==> src/rtl/alu_arbiter.sv <==
// Round-robin arbiter sharing one combinational ALU between two requesters,
// with a one-entry registered result slot per requester.
module alu_arbiter #(
    parameter int WIDTH = 32,
    parameter int FW    = 4
) (
    input  logic             clk,
    input  logic             reset,

    input  logic             req_valid0,
    output logic             req_ready0,
    input  logic [WIDTH-1:0] req_a0,
    input  logic [WIDTH-1:0] req_b0,
    input  logic [4:0]       req_shamt0,
    input  logic [FW-1:0]    req_f0,
    output logic             rsp_valid0,
    input  logic             rsp_ready0,
    output logic [WIDTH-1:0] rsp_y0,
    output logic             rsp_zero0,

    input  logic             req_valid1,
    output logic             req_ready1,
    input  logic [WIDTH-1:0] req_a1,
    input  logic [WIDTH-1:0] req_b1,
    input  logic [4:0]       req_shamt1,
    input  logic [FW-1:0]    req_f1,
    output logic             rsp_valid1,
    input  logic             rsp_ready1,
    output logic [WIDTH-1:0] rsp_y1,
    output logic             rsp_zero1,

    output logic [WIDTH-1:0] alu_a,
    output logic [WIDTH-1:0] alu_b,
    output logic [4:0]       alu_shamt,
    output logic [FW-1:0]    alu_f,
    input  logic [WIDTH-1:0] alu_y,
    input  logic             alu_zero
);

    typedef enum logic {
        SLOT_EMPTY = 1'b0,
        SLOT_FULL  = 1'b1
    } slot_e;

    slot_e            slot0_q, slot0_d;
    slot_e            slot1_q, slot1_d;
    logic [WIDTH-1:0] y0_q, y0_d;
    logic [WIDTH-1:0] y1_q, y1_d;
    logic             zero0_q, zero0_d;
    logic             zero1_q, zero1_d;
    logic             last_grant_q, last_grant_d;

    logic             free0, free1;
    logic             elig0, elig1;
    logic             grant0, grant1;

    always_comb begin
        // A slot being drained this cycle may be refilled on the same edge.
        free0  = (slot0_q == SLOT_EMPTY) | rsp_ready0;
        free1  = (slot1_q == SLOT_EMPTY) | rsp_ready1;
        elig0  = req_valid0 & free0;
        elig1  = req_valid1 & free1;
        grant0 = elig0 & (~elig1 | last_grant_q);
        grant1 = elig1 & (~elig0 | ~last_grant_q);
    end

    always_comb begin
        alu_a     = '0;
        alu_b     = '0;
        alu_shamt = '0;
        alu_f     = '0;
        if (grant0) begin
            alu_a     = req_a0;
            alu_b     = req_b0;
            alu_shamt = req_shamt0;
            alu_f     = req_f0;
        end else if (grant1) begin
            alu_a     = req_a1;
            alu_b     = req_b1;
            alu_shamt = req_shamt1;
            alu_f     = req_f1;
        end
    end

    always_comb begin
        slot0_d      = slot0_q;
        slot1_d      = slot1_q;
        y0_d         = y0_q;
        y1_d         = y1_q;
        zero0_d      = zero0_q;
        zero1_d      = zero1_q;
        last_grant_d = last_grant_q;

        if (grant0) begin
            slot0_d      = SLOT_FULL;
            y0_d         = alu_y;
            zero0_d      = alu_zero;
            last_grant_d = 1'b0;
        end else if (slot0_q == SLOT_FULL && rsp_ready0) begin
            slot0_d = SLOT_EMPTY;
        end

        if (grant1) begin
            slot1_d      = SLOT_FULL;
            y1_d         = alu_y;
            zero1_d      = alu_zero;
            last_grant_d = 1'b1;
        end else if (slot1_q == SLOT_FULL && rsp_ready1) begin
            slot1_d = SLOT_EMPTY;
        end
    end

    always_ff @(posedge clk or posedge reset) begin
        if (reset) begin
            slot0_q      <= SLOT_EMPTY;
            slot1_q      <= SLOT_EMPTY;
            y0_q         <= '0;
            y1_q         <= '0;
            zero0_q      <= 1'b0;
            zero1_q      <= 1'b0;
            last_grant_q <= 1'b1;
        end else begin
            slot0_q      <= slot0_d;
            slot1_q      <= slot1_d;
            y0_q         <= y0_d;
            y1_q         <= y1_d;
            zero0_q      <= zero0_d;
            zero1_q      <= zero1_d;
            last_grant_q <= last_grant_d;
        end
    end

    assign req_ready0 = grant0;
    assign req_ready1 = grant1;
    assign rsp_valid0 = (slot0_q == SLOT_FULL);
    assign rsp_valid1 = (slot1_q == SLOT_FULL);
    assign rsp_y0     = y0_q;
    assign rsp_y1     = y1_q;
    assign rsp_zero0  = zero0_q;
    assign rsp_zero1  = zero1_q;

endmodule

==> config.mk <==
export PLATFORM = sky130hd
export DESIGN_NAME = alu_arbiter
export DESIGN_NICKNAME = d
export VERILOG_FILES = /design/src/rtl/alu_arbiter.sv
export SDC_FILE = /design/constraint.sdc
export NUM_CORES = 1
export LEC_CHECK = 0
export ABC_CLOCK_PERIOD_IN_PS = 3250
export CORE_AREA = 2 2 129 131
export DETAILED_ROUTE_END_ITERATION = 10
export DIE_AREA = 0 0 131 133
export GPL_TIMING_DRIVEN = 0
export PLACE_DENSITY = 0.67
export SETUP_SLACK_MARGIN = 0.05
export SYNTH_ARGS = -nofsm -noshare
export SYNTH_HDL_FRONTEND = slang
export SYNTH_SLANG_ARGS = --single-unit
==> constraint.sdc <==
create_clock -name clk -period 3.25 [get_ports clk]
set_clock_uncertainty 0.1 [all_clocks]
set_input_delay 0.4875 -clock clk [delete_from_list [all_inputs] [get_ports clk]]
set_output_delay 0.4875 -clock clk [all_outputs]
set_load 0.01 [all_outputs]
# [Word-level counts from Yosys, hierarchy flattened]
# Index checks and enable logic that the tools add are counted.
[totals] out_inout_bits=143 latch_bits=0 register_bits=69 input_bits=185 romBits=0 word_cells=39 memories=0 ram_bits=0
[classes] n_mux=14 n_div=0 n_reduce_logical=5 eq_ne=0 magnitude_cmp=0 shift=0 n_mul=0 n_addsub=0 bitwise_logic=13
[op_table] op="$mux W32" n=4
[op_table] op="$mux W5" n=2
[op_table] op="$mux W4" n=2
[op_table] op="$mux W1" n=6
[op_table] op="$reduce_bool A2 Y1" n=3
[op_table] op="$not A1 Y1" n=5
[op_table] op="$and A1 B1 Y1" n=4
[op_table] op="$or A1 B1 Y1" n=4
[op_table] op="$logic_and A1 B1 Y1" n=2

# [Longest topological paths before layout]
# Gate-level depths: netlist of run 1.
[logic_depth] ltp_word=8 depth_mapped=6 ltp_nobuf=4

# [Least setup slack after synthesis of run 1]
# OpenSTA, ideal clock, no wires.
[synth_path] kind="input port to output port" startpoint="in rsp_ready0" endpoint="out alu_a[10]" t_required_ps=2662 setup_slack_ps=1019 arrival_time_ps=1643 path_stages=5 path_buffers=2 path_cell_list="nand2b_4 -> a311oi_4 -> buf_4 -> buf_2 -> a22o_1"
[synth_between] elab_chain_len=7 elab_cells_between_ends=8 classes_between="mux: 2; bitwise: 6"
[synth_rtl] item="start, declared" line="17" text="input logic rsp_ready0,"
[synth_rtl] item="$or A1 B1 Y1 (*)" line="59" text="free0 = (slot0_q == SLOT_EMPTY) | rsp_ready0;"
[synth_rtl] item="$and A1 B1 Y1 (*)" line="61" text="elig0 = req_valid0 & free0;"
[synth_rtl] item="$not A1 Y1" line="64" text="grant1 = elig1 & (~elig0 | ~last_grant_q);"
[synth_rtl] item="$or A1 B1 Y1" line="64"
[synth_rtl] item="$and A1 B1 Y1" line="64"
[synth_rtl] item="$mux W32" line="77" text="end else if (grant1) begin"
[synth_rtl] item="$mux W32 (*)" line="72" text="if (grant0) begin"
[synth_rtl] item="end, declared" line="32" text="output logic [WIDTH-1:0] alu_a,"
# Mark *: on every way between the ends. The rest lies on a longest branch, timed or not.

# [Worst setup path after layout of run 1]
[layout_path] startpoint="in req_valid0" endpoint="out alu_a[18]"
[layout_between] elab_chain_len=6 elab_cells_between_ends=7 classes_between="mux: 2; bitwise: 5"
[layout_rtl] item="start, declared" line="10" text="input logic req_valid0,"
[layout_rtl] item="$and A1 B1 Y1 (*)" line="61"
[layout_rtl] item="$not A1 Y1" line="64"
[layout_rtl] item="$or A1 B1 Y1" line="64"
[layout_rtl] item="$and A1 B1 Y1" line="64"
[layout_rtl] item="$mux W32" line="77"
[layout_rtl] item="$mux W32 (*)" line="72"
# Marked as above.

==> Flow_metrics.wiki, run 1 <==
{| class="wikitable"
! Metric !! Value
|-
| Starting Density || 20.5%
|-
| Yosys reg bits || 69
|-
| Fmax achieved || 323 MHz
|-
| Hold bufs inserted after CTS || 0
|-
| Leak Pwr || 3.08 nW
|-
| Full die area || between 0.015 and 0.02 sq mm
|-
| Total clock buffers created by CTS || 9
|-
| Iteration-0 DRC count of the detailed router || 51
|-
| Cell-by-cell trace of the critical path || clkdlybuf4s50_1 > a311oi_4 > buf_6 > buf_4 > a22o_1 > clkdlybuf4s50_1
|-
| Sequential share of the synthesized area || 52.1%
|-
| I/O Pins || about 330
|-
| Total number of placement rows || 47
|-
| Count of buffer and inverter cells on the critical path || 4
|-
| Crit path kind || in -> out
|-
| Fraction of the cycle the final worst path needs || 95.4%
|-
| Worst vdd rail ir drop || 0.000416 V
|-
| Number of instances in the synthesized netlist || 242
|-
| Antenna cell count || 0
|-
| P&R area growth vs syn || 120%
|-
| Clock Root Buffer || clkbuf_16
|-
| Cell occurring most often along the worst timing path || clkdlybuf4s50_1
|-
| CTS H-Tree Depth || 3
|-
| CP peak stage delay || roughly 0.54 ns
|-
| Count of endpoints failing hold in the final timing report || 0
|-
| Min Tclk post-route || 3.10 ns
|-
| Worst setup SP type || primary input
|-
| Leading area contributor after synthesis || dfrtp_1
|-
| Levels on crit path || 6
|-
| Wire length of the first global-routing pass || around 21,000 um
|-
| Result of the run || finished clean
|-
| Worst slew margin relative to its limit || 55.8%
|-
| Clock Sinks || 69
|-
| Wire length per cell after detailed routing || 18.3 um
|-
| Launch instance of the worst min-delay path || rsp_y0[10]
|-
| Global router's overall resource usage || 16.0%
|-
| Reg clk slew, reported paths || 0.05 ns
|-
| Warnings from Yosys || 0
|-
| TritonCTS clock tree || built
|-
| Post-DRT Antenna Nets || 0
|-
| First drt pass iteration count || 4
|-
| Post-Syn Area || 0.00331 sq mm
|-
| Die X || 131 um
|-
| Final setup violation count || 0
|-
| Vias after detailed routing || 3,497
|-
| DRC Markers || 0
|-
| Total routed wirelength || 14,800 um
|-
| Critical path's top delay family || buffers and inverters
|-
| Final setup slack of the worst path || 0.151 ns
|-
| Count of final max-slew check failures || 0
|-
| Portion of synthesized cell area occupied by the leading cell type || 51.3%
|-
| Half-perimeter wire length after detailed placement || 12,300 um
|-
| Setup TNS || 0 ns
|-
| Core region area || 0.0162 sq mm
|-
| Commonest cells after routing, fill and taps aside || 316 x clkdlybuf4s50_1, 73 x a22o_1, 68 x dfrtp_1
|-
| Number of unique standard cell types used by synthesis || 18
|-
| Post-Place Setup Slack || -0.414 ns
|-
| Critical path capture point type || output port
|-
| Die height || 133 um
|-
| Antenna violations before repair || 0
|-
| Clock network latency to the later pin of the worst-skew pair || 0.32 ns
|-
| Classification of the worst-slack hold path || reg -> reg
|-
| Endpoint required time on the critical path || 2.66 ns
|-
| Data arrival time of the critical path || 2.51 ns
|-
| Highest fanout seen on the critical path || 10
|-
| Final standard cell area without fillers || around 0.0073 sq mm
|-
| Top area cells in the synthesized netlist || dfrtp_1 51%, mux2_2 22%, a22o_1 19%, buf_2 2.0%, a311oi_4 0.79%
|-
| Congestion Overflow GR || 0
|-
| RSZ-0062 raised after global routing || yes
|-
| Launch point of the worst path || req_valid0
|-
| Post-Syn Nets || 427
|-
| Worst Max-Slew Pin Slew || about 0.66 ns
|-
| Total cell area at the placement stage || 0.00688 sq mm
|-
| Instance count along the most critical hold path || 1
|-
| Final net count || 774
|-
| Maximum Capacitance Violations || 0
|-
| Maximum clock insertion buffer count || 2
|-
| # port buffers || approximately 330
|-
| Routability Congestion || roughly 0.84
|-
| Power density cells || 535 mW/mm^2
|-
| Vias in the first global route || 3,715
|-
| Count of cells along the worst register-to-register path || 5
|-
| Largest net degree at the start of global routing || 40
|-
| Most common cell after layout, fill and taps aside || clkdlybuf4s50_1
|-
| Fraction of final layout cells with drive strength greater than 1 || between 15 and 20%
|-
| Crit-path slowest cell || clkdlybuf4s50_1
|-
| Startpoint of the lowest-slack register-to-register path || rsp_valid1
|-
| Average vias per placed instance || 4.31
|-
| Syn_area_per_cell || roughly 14 sq um
|}
cells in the mapped netlist:
| cell type | n |
|---|---|
| a22o_1 | 73 |
| a311oi_4 | 1 |
| buf_1 | 1 |
| buf_2 | 13 |
| buf_4 | 1 |
| clkbuf_1 | 7 |
| dfrtp_1 | 68 |
| dfstp_2 | 1 |
| inv_1 | 2 |
| inv_2 | 1 |
| mux2_2 | 66 |
| nand2_1 | 2 |
| nand2b_1 | 1 |
| nand2b_4 | 1 |
| nor2b_2 | 1 |
| o211ai_2 | 1 |
| o2bb2ai_1 | 1 |
| or2_2 | 1 |
area by class of cell:
type / instances / area [sq um]
Clock buffer: 12 / 256
Buffer: 22 / 151
Fill cell: 1516 / 8870
Timing Repair Buffer: 336 / 3380
Sequential cell: 69 / 1730
Inverter: 3 / 11.3
Multi-Input combinational cell: 148 / 1490
Clock inverter: 2 / 10.0
Tap cell: 220 / 275
path summary, 6_finish.rpt:
| path | to | slack (ns) |
|---|---|---|
| min reg2reg | rsp_y0[10] | 0.40 |
| min in group asynchronous | rsp_y1[21] | 0.49 |
| max in group asynchronous | last_grant_q | 1.86 |
| max | alu_a[18] | 0.15 |
| min | rsp_y0[10] | 0.40 |
| max reg2reg | rsp_y1[7] | 1.35 |
stage by stage:
stage                     hold WS (ns)  std cells  util [%]  power [mW]
after floorplan                  0.387        242         -        1.90
after global placement           0.388        789      42.4        2.98
after detailed placement         0.394        790      42.6        3.01
after CTS                        0.404        808      44.7        3.95
after global routing             0.412        812      45.1        4.11
final                            0.400        812      45.1        3.90
what timing repair did:
action / CTS / global route
pin swaps: 2 / 1
resized for setup: 23 / 17
buffers inserted: 4 / 4
setup endpoints to repair: 75 / 71
kinds of logic (layout without fill, tap and decap cells):
group	count (synthesis)	in the layout	share of synthesized area [%]
buf+inv	25	375	3.44
mux	66	66	22.4
simple gates	6	6	1.28
flops	69	69	52.1
compound gates	76	76	20.7
layer usage:
| layer | part of all wire (%) | global-route usage [%] |
|---|---|---|
| met2 | 53 | 28.9 |
| met1 | 37 | 17.9 |
| met3 | 8.8 | 4.97 |
| met5 | 0 | 0 |
| met4 | 1.3 | 4.20 |
state kept, by name (all words and copies together), names as in the netlist:
signal and count:
last_grant_q 1, rsp_valid0 1, rsp_valid1 1, rsp_y0 32
rsp_y1 32, rsp_zero0 1, rsp_zero1 1
power breakdown:
group / switching, mW / internal (mW)
combinational: 0.668 / 1.14
sequential: 0.122 / 1.09
clock: 0.332 / 0.546
Power figures use the tool's default switching activity.
==> inputs of run 2 (changes only) <==
- CORE_AREA: 2 2 129 131 -> 2 2 127 129
- CTS_BUF_LIST: default -> sky130_fd_sc_hd__clkbuf_8
- DIE_AREA: 0 0 131 133 -> 0 0 129 131
- PLACE_DENSITY: 0.67 -> 0.66
==> run 2 against run 1 <==
Highest routed layer unchanged; clock-buffer cell count is 2 lower; register-to-register slack got worse by 0.05 ns; final area is 1.5% lower.
==> Flow_metrics.wiki, run 2 (synthesized netlist as in run 1, its figures left out) <==
{| class="wikitable"
! Metric !! Value
|-
| Result of the run || finished clean
|-
| Critical path capture point type || output port
|-
| Worst slew margin relative to its limit || 54.1% (-1.7 points)
|-
| RSZ-0062 raised after global routing || yes
|-
| CP peak stage delay || 0.53 ns (about the same)
|-
| Leak Pwr || 3.01 nW (-2.2%)
|-
| Global router's overall resource usage || 16.9% (+0.96 points)
|-
| Critical path's top delay family || buffers and inverters
|-
| Starting Density || 21.2% (+0.75 points)
|-
| Area of combinational cells with multiple inputs || 0.00149 sq mm (unchanged)
|-
| Wire length of the first global-routing pass || 21,200 um (+0.65%)
|-
| Clock network latency to the later pin of the worst-skew pair || 0.34 ns (+0.02 ns)
|-
| Classification of the worst-slack hold path || reg -> reg
|-
| Maximum clock insertion buffer count || 2 (unchanged)
|-
| Maximum Capacitance Violations || 0 (unchanged)
|-
| Fmax achieved || 322 MHz (-0.24%)
|-
| Total clock buffers created by CTS || 9 (unchanged)
|-
| Iteration-0 DRC count of the detailed router || 62 (+22%)
|-
| Highest fanout seen on the critical path || 10 (unchanged)
|-
| P&R area growth vs syn || 117%
|-
| Endpoint required time on the critical path || 2.66 ns (about the same)
|-
| Die height || 131 um (-1.5%)
|-
| Crit-path slowest cell || clkdlybuf4s50_1
|-
| Post-DRT Antenna Nets || 0 (unchanged)
|-
| Clock Root Buffer || clkbuf_8
|-
| Most common cell after layout, fill and taps aside || clkdlybuf4s50_1
|-
| Worst Max-Slew Pin Slew || 0.688 ns (+0.0253 ns)
|-
| Cell occurring most often along the worst timing path || clkdlybuf4s50_1
|-
| Count of buffer and inverter cells on the critical path || 4 (unchanged)
|-
| Fill cells || 1,454 (-4.1%)
|-
| Final setup violation count || 0 (unchanged)
|-
| Total chip power || 3.70 mW (-5.2%)
|-
| DRC Markers || 0 (unchanged)
|-
| Full die area || 0.0169 sq mm (-3.0%)
|-
| Power density cells || 514 mW/mm^2 (-3.8%)
|-
| Final Hold Slack || 0.406 ns (+0.00607 ns)
|-
| Min Tclk post-route || 3.11 ns (+0.00734 ns)
|-
| I/O Pins || 328 (unchanged)
|-
| # port buffers || 327 (unchanged)
|-
| Final setup slack of the worst path || 0.143 ns (-0.00734 ns)
|-
| Count of endpoints failing hold in the final timing report || 0 (unchanged)
|-
| Total routed wirelength || 15,200 um (+2.8%)
|-
| Half-perimeter wire length after detailed placement || 12,700 um (+3.5%)
|-
| FF/Latch Area || 0.00173 sq mm (unchanged)
|-
| Average vias per placed instance || 4.39 (+2.0%)
|-
| Wire length per cell after detailed routing || 18.9 um (+3.4%)
|-
| TritonCTS clock tree || built
|-
| Antenna violations before repair || 1 (+1)
|-
| Die X || 129 um (-1.5%)
|-
| Reg clk slew, reported paths || 0.07 ns (+0.02 ns)
|-
| Vias in the first global route || 3,783 (+1.8%)
|-
| Vias after detailed routing || 3,549 (+1.5%)
|-
| Total number of placement rows || 46 (-2.1%)
|-
| Commonest cells after routing, fill and taps aside || 318 x clkdlybuf4s50_1, 73 x a22o_1, 68 x dfrtp_1
|-
| Fraction of final layout cells with drive strength greater than 1 || 19.5% (-0.47 points)
|-
| Final net count || 771 (-0.39%)
|-
| Worst vdd rail ir drop || 0.000336 V (-19%)
|-
| Cell-by-cell trace of the critical path || clkdlybuf4s50_1 > nor2b_4 > o211ai_4 > inv_2 > clkbuf_1 > a22o_1 > clkdlybuf4s50_1
|-
| Worst setup SP type || primary input
|-
| Final core utilization || 46.1% (+0.96 points)
|-
| Congestion Overflow GR || 0 (unchanged)
|-
| Largest net degree at the start of global routing || 39 (-2.5%)
|-
| First drt pass iteration count || 4 (unchanged)
|-
| Clock Sinks || 69 (unchanged)
|-
| Count of final max-slew check failures || 0 (unchanged)
|-
| Post-Place Setup Slack || -0.407 ns (+0.00766 ns)
|-
| Core region area || 0.0156 sq mm (-3.6%)
|-
| Fraction of the cycle the final worst path needs || 95.6% (+0.23 points)
|-
| Data arrival time of the critical path || 2.52 ns (about the same)
|-
| Routability Congestion || 0.868 (+2.9%)
|-
| CTS H-Tree Depth || 3 (unchanged)
|-
| Crit path kind || in -> out
|}
run 2: final cells by class:
class | count | share of cell area, %
Antenna cell | 1 | 0.0348
Timing Repair Buffer | 333 | 46.7
Inverter | 3 | 0.157
Clock buffer | 10 | 1.91
Buffer | 22 | 1.98
Sequential cell | 69 | 24.0
Clock inverter | 6 | 0.748
Tap cell | 216 | 3.76
Multi-Input combinational cell | 148 | 20.7
run 2: report_power, final:
group	switching, mW	total (mW)	internal, mW
sequential	0.123	1.21	1.09
combinational	0.674	1.81	1.13
clock	0.310	0.677	0.367
total	1.11	3.70	2.59
run 2: metal layers:
metal,track usage [%],wire length [um]
met1,17.2,5380
met2,32.6,8340
met3,5.13,1110
met4,6.39,422
met5,0,0
run 2: worst paths after layout:
kind                       slack, ns        from  cells past startpoint          to
hold / removal                  0.41  rsp_y0[31]                      1  rsp_y0[31]
setup / recovery                0.14  rsp_ready1                      7   alu_a[29]
max in group asynchronous       1.94       reset                      3   rsp_y0[0]
min in group asynchronous       0.47       reset                      2   rsp_y0[1]
hold reg to reg                 0.41  rsp_y0[31]                      1  rsp_y0[31]
setup reg to reg                1.30  rsp_valid1                      6  rsp_y1[17]
run 2: what timing repair did:
action / 4_1_cts / 5_1_grt
pin swaps: 2 / 1
cloned: 0 / 0
endpoints found under the setup margin: 75 / 42
hold buffers: 0 / 0
buffers inserted: 5 / 0
gates resized for setup: 14 / 17
run 2: through the flow:
stage	setup TNS (ns)	instances	instance area, sq um
6_report	0	808	7190
3_5_place_dp	-22.40	786	6880
5_1_grt	0	808	7190
2_1_floorplan	0	242	3310
4_1_cts	0	807	7150
3_3_place_gp	-32.21	785	6860
==> inputs of run 3 (changes only) <==
- SLEW_MARGIN: default -> 20
==> run 3 against run 2 <==
Via count is 1.3% higher; non-clock buffer count is 2 lower; sequential share of layout area is 0.11 points lower; worst setup slack worse by 0.0075 ns; register-to-register slack better by 0.06 ns; first-iteration DRC count is 24% higher; largest cell class unchanged; clock-buffer cell count stayed put; highest routed layer unchanged; critical path depth is 1 lower; wire length is 0.44% higher; maximum frequency is 0.24% lower; clock power is 26% higher; cell count is 0.37% lower.
==> Flow_metrics.wiki, run 3 (synthesized netlist as in run 1, its figures left out) <==
{| class="wikitable"
! Metric !! Value
|-
| Result of the run || finished clean
|-
| Starting Density || 21.2% (unchanged)
|-
| Cell-by-cell trace of the critical path || clkdlybuf4s50_1 > a311oi_4 > buf_6 > clkbuf_2 > a22o_1 > clkdlybuf4s50_1
|-
| Total chip power || 3.87 mW (+4.7%)
|-
| Crit path kind || in -> out
|-
| Critical path capture point type || output port
|-
| Largest net degree at the start of global routing || 39 (unchanged)
|-
| Count of endpoints failing hold in the final timing report || 0 (unchanged)
|-
| Clock Root Buffer || clkbuf_8
|-
| Total number of placement rows || 46 (unchanged)
|-
| Worst Max-Slew Pin Slew || 0.485 ns (-0.202 ns)
|-
| Most common cell after layout, fill and taps aside || clkdlybuf4s50_1
|-
| Register-to-register setup slack || 1.36 ns (+0.06 ns)
|-
| Post-DRT Antenna Nets || 0 (unchanged)
|-
| I/O Pins || 328 (unchanged)
|-
| Worst slew margin relative to its limit || 67.6% (+14 points)
|-
| Crit-path slowest cell || clkdlybuf4s50_1
|-
| Data arrival time of the critical path || 2.53 ns (about the same)
|-
| Iteration-0 DRC count of the detailed router || 77 (+24%)
|-
| Grt met1 use || 17.3% (+0.084 points)
|-
| Worst vdd rail ir drop || 0.000334 V (-0.76%)
|-
| Congestion Overflow GR || 0 (unchanged)
|-
| Wire length per cell after detailed routing || 19.0 um (+0.81%)
|-
| Clock Sinks || 69 (unchanged)
|-
| Wire length of the first global-routing pass || 21,500 um (+1.1%)
|-
| Total clock buffers created by CTS || 9 (unchanged)
|-
| Antenna cell count || 0 (-1)
|-
| Fill cells || 1,448 (-0.41%)
|-
| Fraction of final layout cells with drive strength greater than 1 || 19.5% (+0.066 points)
|-
| DRC Markers || 0 (unchanged)
|-
| Leak Pwr || 2.99 nW (-0.91%)
|-
| Full die area || 0.0169 sq mm (unchanged)
|-
| Global route hottest layer || met2
|-
| Routability Congestion || 0.868 (unchanged)
|-
| Maximum clock insertion buffer count || 2 (unchanged)
|-
| Vias after detailed routing || 3,594 (+1.3%)
|-
| Classification of the worst-slack hold path || in -> async
|-
| Global-route met3 utilization || 4.68% (-0.45 points)
|-
| Worst setup SP type || primary input
|-
| Reg clk slew, reported paths || 0.08 ns (about the same)
|-
| Die X || 129 um (unchanged)
|-
| Half-perimeter wire length after detailed placement || 12,800 um (+0.38%)
|-
| Die height || 131 um (unchanged)
|-
| CP peak stage delay || 0.56 ns (+0.03 ns)
|-
| P&R area growth vs syn || 118%
|-
| Cell occurring most often along the worst timing path || clkdlybuf4s50_1
|-
| Fraction of the cycle the final worst path needs || 95.8% (+0.23 points)
|-
| Fmax achieved || 321 MHz (-0.24%)
|-
| Maximum Capacitance Violations || 0 (unchanged)
|-
| Final Hold Slack || 0.398 ns (-0.00887 ns)
|-
| CTS H-Tree Depth || 3 (unchanged)
|-
| First drt pass iteration count || 4 (unchanged)
|-
| Setup TNS || 0 ns (unchanged)
|-
| Commonest cells after routing, fill and taps aside || 320 x clkdlybuf4s50_1, 73 x a22o_1, 68 x dfrtp_1
|-
| Final net count || 769 (-0.26%)
|-
| RSZ-0062 raised after global routing || no
|-
| Met2 track demand over resource in global routing || 33.0% (+0.34 points)
|-
| # port buffers || 327 (unchanged)
|-
| Clock network latency to the later pin of the worst-skew pair || 0.34 ns (about the same)
|-
| Count of final max-slew check failures || 0 (unchanged)
|-
| TritonCTS clock tree || built
|-
| Core region area || 0.0156 sq mm (unchanged)
|-
| Endpoint required time on the critical path || 2.66 ns (about the same)
|-
| Average vias per placed instance || 4.46 (+1.6%)
|-
| Min Tclk post-route || 3.11 ns (+0.00750 ns)
|-
| Power density cells || 536 mW/mm^2 (+4.2%)
|-
| Final setup violation count || 0 (unchanged)
|-
| Vias in the first global route || 3,822 (+1.0%)
|-
| Global router's overall resource usage || 17.0% (+0.055 points)
|-
| Antenna violations before repair || 0 (-1)
|-
| Total routed wirelength || 15,300 um (+0.44%)
|-
| Highest fanout seen on the critical path || 10 (unchanged)
|}
run 3: cell count changes in the layout (fill, tap and decap cells not counted), moves of 2 or more:
| cell | delta |
|---|---|
| clkinv_2 | -3 |
| dlymetal6s2s_1 | -3 |
| buf_4 | -2 |
| bufinv_16 | +2 |
| clkdlybuf4s50_1 | +2 |
| clkinvlp_4 | +2 |
run 3: final timing paths:
path | start | end | cells past startpoint
min in group clk | rsp_y0[31] | rsp_y0[31] | 1
max in group asynchronous | reset | rsp_y1[0] | 3
setup / recovery | req_valid0 | alu_b[26] | 6
setup reg to reg | rsp_valid1 | rsp_y1[17] | 5
hold reg to reg | rsp_y0[31] | rsp_y0[31] | 1
hold / removal | reset | rsp_y1[4] | 2
run 3: per-layer routing:
metal / routed length, um / vias up
met5: 0 / -
met4: 393 / 0
met3: 1160 / 28
met2: 8430 / 173
met1: 5320 / 1777
li1: - / 1616
run 3: power by group:
part	switching [mW]	total [mW]	leakage, nW	internal, mW
logic	0.676	1.81	2.06	1.13
registers	0.121	1.21	0.804	1.09
clock network	0.326	0.855	0.119	0.529
total	1.12	3.87	2.99	2.75
run 3: repair_timing:
item | in CTS | in global routing
gates resized for setup | 14 | 18
setup buffers | 3 | 0
hold buffers | 0 | 0
pin swaps | 2 | 0
setup endpoints to repair | 75 | 46
run 3: stage by stage:
stage | utilization (%) | setup slack, ns | std cells | area, sq um
floorplan | - | 0.924 | 242 | 3310
global placement | 44.0 | -0.395 | 785 | 6860
detailed placement | 44.1 | -0.439 | 786 | 6880
CTS | 46.1 | 0.0589 | 805 | 7180
global route | 46.3 | 0.0546 | 805 | 7220
finish | 46.3 | 0.136 | 805 | 7220
run 3: worst max-delay path, delay by kind of cell:
kind	cells	cell delay, ns
AOI/OAI and AO/OA	2	0.56
buffers and inverters	4	1.47
run 3: area by class of cell:
cell class                 instances  area [sq um]  share of cell area [%]
timing repair buffer             331          3340                    46.2
multi-input combinational        148          1490                    20.6
clock inverter                     6           110                    1.52
clock buffer                      10           138                    1.91
buffer                            22           140                    1.94
sequential                        69          1730                    23.9
inverter                           3          13.8                   0.191
tap                              216           270                    3.74
